File: src/rtl/data_pack.sv
// data_pack: packs a stream of SYM_W-bit symbols LSB-first into WORD_W-bit words,
// with a flush that emits the pending partial word zero-padded and flagged last.
module data_pack #(
    parameter int SYM_W  = 7,
    parameter int WORD_W = 32
) (
    input  logic                       clk,
    input  logic                       rst,
    input  logic [SYM_W-1:0]           sym_in,
    input  logic                       sym_valid,
    output logic                       sym_ready,
    input  logic                       flush,
    output logic [WORD_W-1:0]          word_out,
    output logic                       word_valid,
    input  logic                       word_ready,
    output logic                       word_last,
    output logic [$clog2(WORD_W)-1:0]  fill
);
    localparam int FW = $clog2(WORD_W);
    localparam logic [0:0] RUN   = 1'b0;
    localparam logic [0:0] FLUSH = 1'b1;
    localparam logic [FW:0] WW = (FW+1)'(WORD_W);

    logic [0:0]          state;
    logic [WORD_W-1:0]   acc;
    logic [2*WORD_W-1:0] ext;
    logic [FW:0]         n;
    logic                slot_free, fits, accept;

    // ext's upper half is the spill of a symbol straddling the word boundary
    always_comb begin
        ext       = {{(2*WORD_W-SYM_W){1'b0}}, sym_in} << fill;
        n         = {1'b0, fill} + (FW+1)'(SYM_W);
        slot_free = !word_valid || word_ready;
        fits      = n < WW;
        sym_ready = (state == RUN) && (slot_free || fits);
        accept    = sym_valid && sym_ready;
    end

    always_ff @(posedge clk) begin
        if (rst) begin
            state      <= RUN;
            acc        <= '0;
            fill       <= '0;
            word_out   <= '0;
            word_valid <= 1'b0;
            word_last  <= 1'b0;
        end else begin
            if (word_valid && word_ready)
                word_valid <= 1'b0;
            if (accept) begin
                if (fits) begin
                    acc  <= acc | ext[WORD_W-1:0];
                    fill <= n[FW-1:0];
                end else begin
                    word_out   <= acc | ext[WORD_W-1:0];
                    word_valid <= 1'b1;
                    word_last  <= 1'b0;
                    acc        <= ext[2*WORD_W-1:WORD_W];
                    fill       <= FW'(n - WW);
                end
            end
            // no symbol is accepted while in FLUSH, so this never collides with the load above
            if (state == FLUSH && slot_free) begin
                if (fill != '0) begin
                    word_out   <= acc;
                    word_valid <= 1'b1;
                    word_last  <= 1'b1;
                    acc        <= '0;
                    fill       <= '0;
                end
                state <= RUN;
            end else if (state == RUN && flush) begin
                state <= FLUSH;
            end
        end
    end
endmodule

File: config.mk
export PLATFORM = sky130hd
export DESIGN_NAME = data_pack
export DESIGN_NICKNAME = d
export VERILOG_FILES = /design/src/rtl/data_pack.sv
export SDC_FILE = /design/constraint.sdc
export NUM_CORES = 1
export LEC_CHECK = 0
export CORE_MARGIN = 3
export CORE_UTILIZATION = 53
export DETAILED_ROUTE_END_ITERATION = 8
export PLACE_DENSITY = 0.79
export SLEW_MARGIN = 10
export SYNTH_ARGS = -nofsm -noshare
export SYNTH_HDL_FRONTEND = slang
export SYNTH_SLANG_ARGS = --single-unit
File: constraint.sdc
create_clock -name clk -period 2.9 [get_ports clk]
set_clock_uncertainty 0.2 [all_clocks]
set_input_delay 0.87 -clock clk [delete_from_list [all_inputs] [get_ports clk]]
set_output_delay 0.87 -clock clk [all_outputs]
set_load 0.01 [all_outputs]
==> results by group <==
Clock tree
  – Count of clock tree sinks: 72
  – Number of buffers between clock root and the deepest sink: 2
  – Clock tree from TritonCTS: built
  – Number of setup buffers added after CTS: 0
  – Later-pin clock latency in the skew report: 0.35 ns
  – Cell at the root of the clock tree: clkbuf_8
  – Post-CTS Hold Fix Bufs: 0
  – Clock input transition at the sequential cells of the worst setup and hold paths: 0.08 ns
  – H-Tree Depth: 3
  – Post-CTS Resized: 1
  – Number of buffers created by CTS: 9

Logic synthesis
  – Synthesized instance count: 375
  – Multiplexer area fraction after synthesis: 4.28%
  – Synthesized area per cell: 8.81 um2
  – Top cell type's share of synthesized area: 43.7%
  – Synth unique cells: 55
  – Top_reg_cell synth: dfxtp_1
  – Yosys warns: 0
  – Compound-gate portion of the synthesized area: 22.2%
  – Synth Area in XOR/XNOR: 1.06%
  – Simple-Gate Fraction of Synth Area: 23.9%
  – Main combinational cell family by area after synthesis: simple AND/OR/NAND/NOR gates
  – Area of the mapped netlist: 3300 um2
  – Number of nets in the synthesized netlist: 388
  – Post-synth ARST share: 0%
  – Cell taking the most area after synthesis: dfxtp_1
  – Yosys reg bits: 72
  – Synth Area in Adders: 0.379%
  – Share of synthesized area occupied by flip-flops and latches: 43.7%
  – Top cells by area, synth: dfxtp_1 (44%), nand2_1 (6.6%), a21oi_1 (6.2%)
  – Number of enable flip-flop cells after synthesis: 0

Placed design
  – Quantity of I/O buffers inserted on ports: 51
  – Final GP Congestion: 0.953
  – Pre-CTS setup slack: -0.232 ns
  – HPWL after detailed placement: 6.57 mm

GRT
  – Maximum number of pins on one net before global-route repair: 21
  – First-pass GRT wire length: 14.9 mm
  – Initial antenna violation count: 0
  – All-Layer GR Usage: 26.1%
  – Vias in the first global route: 3063
  – Total overflow reported by the global router: 0

STA
  – Endpoints failing setup: 0
  – Measured slew at the worst slew-check pin: 0.549 ns
  – Final worst-path cycle share: 98.2%
  – Worst relative slew slack: 63.2%
  – Final hold vios: 0
  – Worst setup margin: 0.0516 ns
  – Tmin final: 2.85 ns
  – Fmax: 351 MHz
  – Max Slew Vio Count: 0

Critical path
  – Slowest stage cell, crit path: clkdlybuf4s50_1
  – CP max FO: 2
  – Signal arrival time at the worst endpoint: 1.78 ns
  – Required time worst endpoint: 1.83 ns
  – Total number of cells along the worst setup path: 4
  – Sequence of cells on the critical path: clkdlybuf4s50_1 -> nor2b_2 -> a21oi_1 -> clkdlybuf4s15_1
  – Critical path endpoint: sym_ready
  – Origin of the worst setup path: word_ready
  – R2r endpoint: acc[16]
  – Delay of the slowest critical-path stage: 0.48 ns
  – Worst Setup Start Kind: input port
  – Gate family responsible for the most delay along the worst path: buffers and inverters
  – Slack of the worst reg-to-reg path: 0.51 ns
  – Cells on worst reg2reg path: 9
  – Origin of the critical flop-to-flop path: fill[1]
  – Worst path buffer plus inverter count: 2
  – Kind of end point of the critical path: output port
  – Crit Path Category: input port to output port

Floorplanning
  – Count of pins on the block boundary: 52
  – Die boundary width: 84.9 um
  – Die height: 84.9 um
  – Initial Util: 55.1%
  – Die area: 7210 um2
  – CORE AREA: 5990 um2
  – Number of rows created at floorplan: 28

Power and ir drop
  – Switching power of the nets: 0.000793 W
  – Share of total power in combinational logic: 23.1%
  – Power after layout: 0.00266 W
  – Net Sw Frac: 29.8%
  – Peak ir drop on the vdd network: 0.383 mV
  – Leakage Power: 1.53 nW
  – Internal power summed over all cells: 0.00187 W
  – Pwr per Cell Area: 629 nW/um2
  – Proportion of power drawn by the clock network: 36.5%
  – Portion of total power attributed to sequential cells: 40.4%

Routing
  – Vias per cell: 5.84
  – Wire per inst: 17.5 um
  – Iteration-0 DRC Markers: 281
  – Remaining number of nets flagged by the antenna check after routing: 0
  – DRC Markers: 0
  – TritonRoute pass-1 iters: 4
  – Overall via count from detail_route: 3031
  – Aggregate routed wire length: 9.09 mm

Worst hold path
  – Worst hold stages: 2
  – Path category of the worst min-delay check: register to register

Outcome
  – Result of the run: finished, final reports clean

Cells and area
  – Layout area overhead: 28.2%
  – Count of filler cells inserted in the layout: 483
  – Final antenna diode count: 0
  – Share of post-route cells with drive strength above 1: 18.7%
  – Nets: 452

Run
  – Count of max-cap constraint violations: 0
cell families after synthesis:
logic type / Yosys count
AOI/OAI and AO/OA: 96
xor gates and xnor gates: 4
adders and majority gates: 1
buffers and inverters: 30
DFF: 72
muxes: 9
and+or+nand+nor: 163
metrics by stage:
step / util (%) / std cells / hold WS [ns] / instance area, um2 / TNS [ns]
after floorplan: - / 375 / 0.226 / 3300 / 0
after global placement: 66.6 / 503 / 0.243 / 3990 / -0.221
after detailed placement: 66.6 / 503 / 0.246 / 3990 / -0.232
after CTS: 70.6 / 519 / 0.257 / 4230 / 0
after global routing: 70.7 / 519 / 0.272 / 4230 / -0.00326
final: 70.7 / 519 / 0.253 / 4230 / 0
power groups by stage:
stage               Combinational, W  Sequential, W  Clock (W)
detailed placement          0.000604        0.00110          0
floorplan                   0.000359        0.00111          0
global placement            0.000592        0.00109          0
global route                0.000658        0.00108    0.00101
CTS                         0.000608        0.00107   0.000971
finish                      0.000615        0.00107   0.000973
registers in the layout, indices dropped and copies added, names as in the netlist:
| register | count |
|---|---|
| acc | 32 |
| fill | 5 |
| state | 1 |
| word_last | 1 |
| word_out | 32 |
| word_valid | 1 |
layout by cell type (no fill, tap or decap), types with 6 or more instances in the layout:
cell type / n
dfxtp_1: 72
nand2_1: 58
nor2_1: 51
clkdlybuf4s50_1: 50
a21oi_1: 41
buf_4: 25
nor3_1: 12
a211oi_1: 10
clkbuf_8: 9
nor3_2: 8
and2_1: 6
worst min path at each step:
stage / to / startpoint / slack [ns]
2_1_floorplan: acc[20] / acc[20] / 0.23
3_3_place_gp: acc[20] / acc[20] / 0.24
3_5_place_dp: acc[20] / acc[20] / 0.25
4_1_cts: acc[20] / acc[20] / 0.26
5_1_grt: word_out[1] / acc[1] / 0.27
6_report: acc[20] / acc[20] / 0.25
metal layers:
layer	vias to the layer above	routed length (um)	GRT usage (%)	share of wire (%)
li1	1447	-	-	-
met5	-	0	0	0
met2	112	4340	44.1	48
met3	17	515	5.15	5.7
met1	1455	4070	33.0	45
met4	0	164	10.1	1.8
synthesized netlist by cell type (all sizes together) (5+ instances only):
library cell / number
a22oi: 6
a21oi: 43
buf: 16
o31ai: 5
nand2b: 5
nand2: 59
nor2b: 6
nor2: 53
and2: 6
inv: 6
a211oi: 11
dfxtp: 72
a221oi: 8
o21ai: 5
clkbuf: 8
mux2: 6
nor3: 20
cell type report:
| type | count | area (um2) | share of cell area [%] |
|---|---|---|---|
| well taps | 75 | 93.8 | 2.22 |
| clock inverters | 6 | 115 | 2.72 |
| repair buffers | 77 | 718 | 17.0 |
| multi-input cells | 273 | 1710 | 40.5 |
| clock buffers | 10 | 128 | 3.02 |
| flip-flops and latches | 72 | 1440 | 34.1 |
| inverters | 6 | 22.5 | 0.532 |
worst reg2reg max path, delay by kind of cell, from the launching register on:
family	cells	cell delay [ns]
flip-flops	1	0.32
AND/OR/NAND/NOR	3	0.58
adder cells (fa/ha/maj)	1	0.24
buffers and inverters	3	0.62
AO/OA/AOI/OAI	2	0.36
(Power assumes the default switching activity.)
==> RTL edit 1 (same flow settings) <==
Set the parameter `SYM_W` to 14 (it was 7).
--- a/src/rtl/data_pack.sv
+++ b/src/rtl/data_pack.sv
@@ -3,3 +3,3 @@
 module data_pack #(
-    parameter int SYM_W  = 7,
+    parameter int SYM_W  = 14,
     parameter int WORD_W = 32
Interface: changed (resized sym_in); port bits go from 52 to 59. The function was not compared with the original's and may differ.
==> RTL edit 1 against the original RTL <==
Routed wire length is 28% higher. Largest cell class unchanged. Power is 0.18% higher. Final area is 16% higher. Setup slack improved by 0.054 ns. Sequential cell count shrank 1. Critical path type unchanged. Count of clock-buffer cells in the layout rose by 2. Sequential share of layout area shrank 5.1 points. Area after synthesis increased by 21%. Largest power group unchanged.
==> RTL edit 1: results (changes against the original RTL) <==
Status - completed
Ys async rst share - 0% (unchanged)
Top cells by count, synth - dfxtp_1 (71), nor2_1 (36), a21oi_1 (35)
Hold depth - 2 (unchanged)
Worst VDD drop - 0.000298 V (-22%)
Routed wire length - 11600 um (+28%)
Slowest Stage Delay on Critical Path - 0.47 ns
TritonCTS Buffers - 9 (unchanged)
Worst R2R Setup Slack - 0.42 ns (-0.09 ns)
Syn nets - 476 (+23%)
R2R cell count - 6 (-3)
Leading registers by flop count - acc: 32 flops, word_out: 32 flops, fill: 4 flops
CTS clk-pin slew, worst paths - 0.07 ns
CTS root buffer - clkbuf_8
Total GRT Usage - 27.1% (+0.93 points)
CTS Buffer Depth - 2 (unchanged)
1st-pass router iterations - 5 (+1)
Final-layout fill cell count - 601 (+24%)
Critical path arrival - 1.72 ns (-0.06 ns)
CTS H-tree lvls - 3 (unchanged)
Hold WC Path Type - flop to flop
Later-pin clock latency in the skew report - 0.35 ns (about the same)
NumNets Final - 535 (+18%)
First-pass GRT wire length - 18300 um (+22%)
Share of layout cells above drive strength 1 - 16.2% (-2.5 points)
Vias in the first global route - 3589 (+17%)
Total negative slack - 0 ns (unchanged)
DR vias/cell - 6.37 (+9.0%)
Crit Path Max Fanout - 2 (unchanged)
Hpwl dp - 8400 um (+28%)
RePlAce Congestion - 0.962 (+0.93%)
Synth Warn # - 0 (unchanged)
Antenna diode count - 0 (unchanged)
Largest cells by area after synthesis - dfxtp_1 (35%), mux4_2 (5.6%), a21oi_1 (4.4%)
CP max-delay cell - clkdlybuf4s50_1
Post-synthesis sequential area ratio - 35.5% (-8.2 points)
Hold_ws - 0.266 ns (+0.0123 ns)
Synth Instances - 456 (+22%)
Lkg Pwr - 1.73 nW (+13%)
Largest net degree at the start of global routing - 44 (+110%)
Worst slew pin tran - 0.599 ns (+0.0500 ns)
Initial antenna violation count - 0 (unchanged)
Cell count after placement - 603 (+20%)
Number of port buffers - 57 (+12%)
Drt wl/cell - 18.8 um (+7.4%)
Max Cap Viol - 0 (unchanged)
Initial DRC count - 385 (+37%)
Number of distinct library cells after synthesis - 64 (+16%)
==> RTL edit 1: cell count changes after synthesis, sizes merged, moves of 15 or more <==
cell,change
o21ai,+15
buf,+20
nand2,-44
nand3,+23
nor2,-17
==> RTL edit 1: power by group <==
| part | internal [mW] | switching, mW | leakage, nW |
|---|---|---|---|
| logic | 0.381 | 0.478 | 1.08 |
| registers | 1.06 | 0.0527 | 0.578 |
| clock network | 0.329 | 0.371 | 0.0785 |
| total | 1.77 | 0.901 | 1.73 |
==> RTL edit 1: cell families (layout without fill, tap and decap cells) <==
| logic type | after synthesis | after routing | share of synthesized area [%] |
|---|---|---|---|
| buffers and inverters | 57 | 120 | 7.56 |
| other | 1 | 1 | 0.0936 |
| DFF | 71 | 71 | 35.5 |
| and+or+nand+nor | 160 | 160 | 22.4 |
| AOI/OAI and AO/OA | 136 | 136 | 23.4 |
| adders and majority gates | 1 | 1 | 0.312 |
| muxes | 29 | 29 | 10.6 |
| xor gates and xnor gates | 1 | 1 | 0.219 |
==> RTL edit 1: stage by stage <==
step	worst slack (ns)	power [mW]	area, um2
after floorplan	0.187	1.67	4010
final	0.105	2.67	4910
after global placement	-0.271	1.96	4750
after CTS	0.00355	2.65	4920
after global routing	0.0289	2.77	4910
after detailed placement	-0.289	1.97	4750
==> RTL edit 1: critical path: cells and delay by family <==
family	cells	cell delay, ns
AOI/OAI and AO/OA	1	0.17
buffers and inverters	2	0.63
and+or+nand+nor	1	0.06
==> RTL edit 1: repair_timing <==
| action | 4_1_cts | 5_1_grt |
|---|---|---|
| gates resized for setup | 2 | 1 |
| setup endpoints to repair | 1 | 1 |
| buffers inserted | 0 | 0 |
| hold buffers | 0 | 0 |
==> RTL edit 1: layout make-up <==
cell class	instances	area, um2	area share, %
flip-flops and latches	71	1420	28.9
clock buffers	12	145	2.95
repair buffers	97	891	18.1
well taps	99	124	2.52
clock inverters	3	20.0	0.407
inverters	8	30.0	0.611
multi-input cells	328	2280	46.4
==> RTL edit 1: per-layer routing <==
metal / vias up / part of all wire, % / wire, um / GRT usage (%)
met5: - / 0 / 0 / 0
met3: 28 / 9.1 / 1060 / 5.77
met2: 194 / 46 / 5300 / 43.1
li1: 1859 / - / - / -
met4: 0 / 2.1 / 239 / 8.06
met1: 1853 / 43 / 5030 / 36.8
==> RTL edit 1: final timing paths <==
kind,endpoint,from
hold / removal,word_out[17],acc[17]
hold reg to reg,word_out[17],acc[17]
setup reg to reg,acc[3],fill[1]
setup / recovery,sym_ready,word_ready
==> RTL edit 2 (config.mk and constraints unchanged) <==
Without the edit above. Reset style: asynchronous (`rst`), changed in one clocked block.
--- a/src/rtl/data_pack.sv
+++ b/src/rtl/data_pack.sv
@@ -39,3 +39,3 @@
 
-    always_ff @(posedge clk) begin
+    always_ff @(posedge clk or posedge rst) begin
         if (rst) begin
Function: differs if rst is asserted again (counterexample within 4 cycles, from zero or initial values and one cycle with rst high); with rst held inactive, the same outputs for 4 cycles.
==> RTL edit 2 against the original RTL <==
Routed wire length is 2.0% lower. Setup slack better by 0.047 ns. Area after synthesis is 9.3% higher. Highest routed layer unchanged. Via count is 4.8% lower. Synthesized cell count is 13% lower. Final area is 6.8% higher. Sequential cell count stayed put.
Power is not compared: it rests on default switching activity, and its combinational part moved more than twofold at a synthesized area within 25%.
==> RTL edit 2: results (changes against the original RTL) <==
Reg-to-reg startpoint - fill[1]
Routed wire length - 8910 um (-2.0%)
Critical path arrival - 1.73 ns (-0.05 ns)
Worst R2R End - word_out[3]
Compound-Gate Fraction of Synth Area - 16.2% (-6.0 points)
RePlAce Congestion - 0.981 (+2.9%)
Met3 wire length - 617 um (+20%)
Worst Setup EP - fill[0]
Met2 Use GR - 38.3% (-5.7 points)
Placed Area - 4260 um2 (+6.9%)
Met2 routed WL - 4200 um (-3.1%)
Hpwl dp - 6300 um (-4.0%)
Total GRT Usage - 25.0% (-1.1 points)
GR Layer Usage met1 - 35.8% (+2.8 points)
Worst Hold End - acc[28]
Status - completed
Vias in the first global route - 2843 (-7.2%)
Top cells by count, synth - dfrtp_1 (72), nor2_1 (31), mux2_1 (23)
Number of distinct library cells after synthesis - 53 (-3.6%)
DR vias/cell - 6.09 (+4.3%)
Multiplexer share of the synthesized area - 14.6% (+10 points)
Hold depth - 1 (-1)
Hold_sp - acc[28]
Hold_ws - 0.287 ns (+0.0338 ns)
Worst R2R Setup Slack - 0.23 ns (-0.28 ns)
Final-layout fill cell count - 509 (+5.4%)
Syn nets - 339 (-13%)
Cell count after placement - 458 (-8.9%)
Largest cells by area after synthesis - dfrtp_1 (50%), mux2_1 (7.2%), nor2_1 (3.2%)
RTL edit 2: what timing repair did:
item | 4_1_cts | 5_1_grt
endpoints found under the setup margin | 1 | 1
gates resized for setup | 1 | 3
pin swaps | 0 | 0
setup buffers | 0 | 0
endpoints found under the hold margin | 0 | 0
RTL edit 2: worst max-delay path: stages, from the launching register on:
cell and delay, ns:
dfrtp_1 0.48, buf_4 0.32, clkdlybuf4s50_1 0.59
RTL edit 2: final cells by class:
type,instances,share of cell area (%)
well taps,77,2.13
clock inverters,5,2.85
repair buffers,78,15.9
inverters,6,0.498
clock buffers,11,2.91
flip-flops and latches,72,39.8
multi-input cells,225,35.8
RTL edit 2: power by group:
part | total (mW) | leakage, nW | internal, mW | switching, mW
clock | 1.04 | 0.128 | 0.661 | 0.375
sequential | 1.59 | 0.955 | 1.37 | 0.227
combinational | 2.33 | 0.948 | 1.13 | 1.20
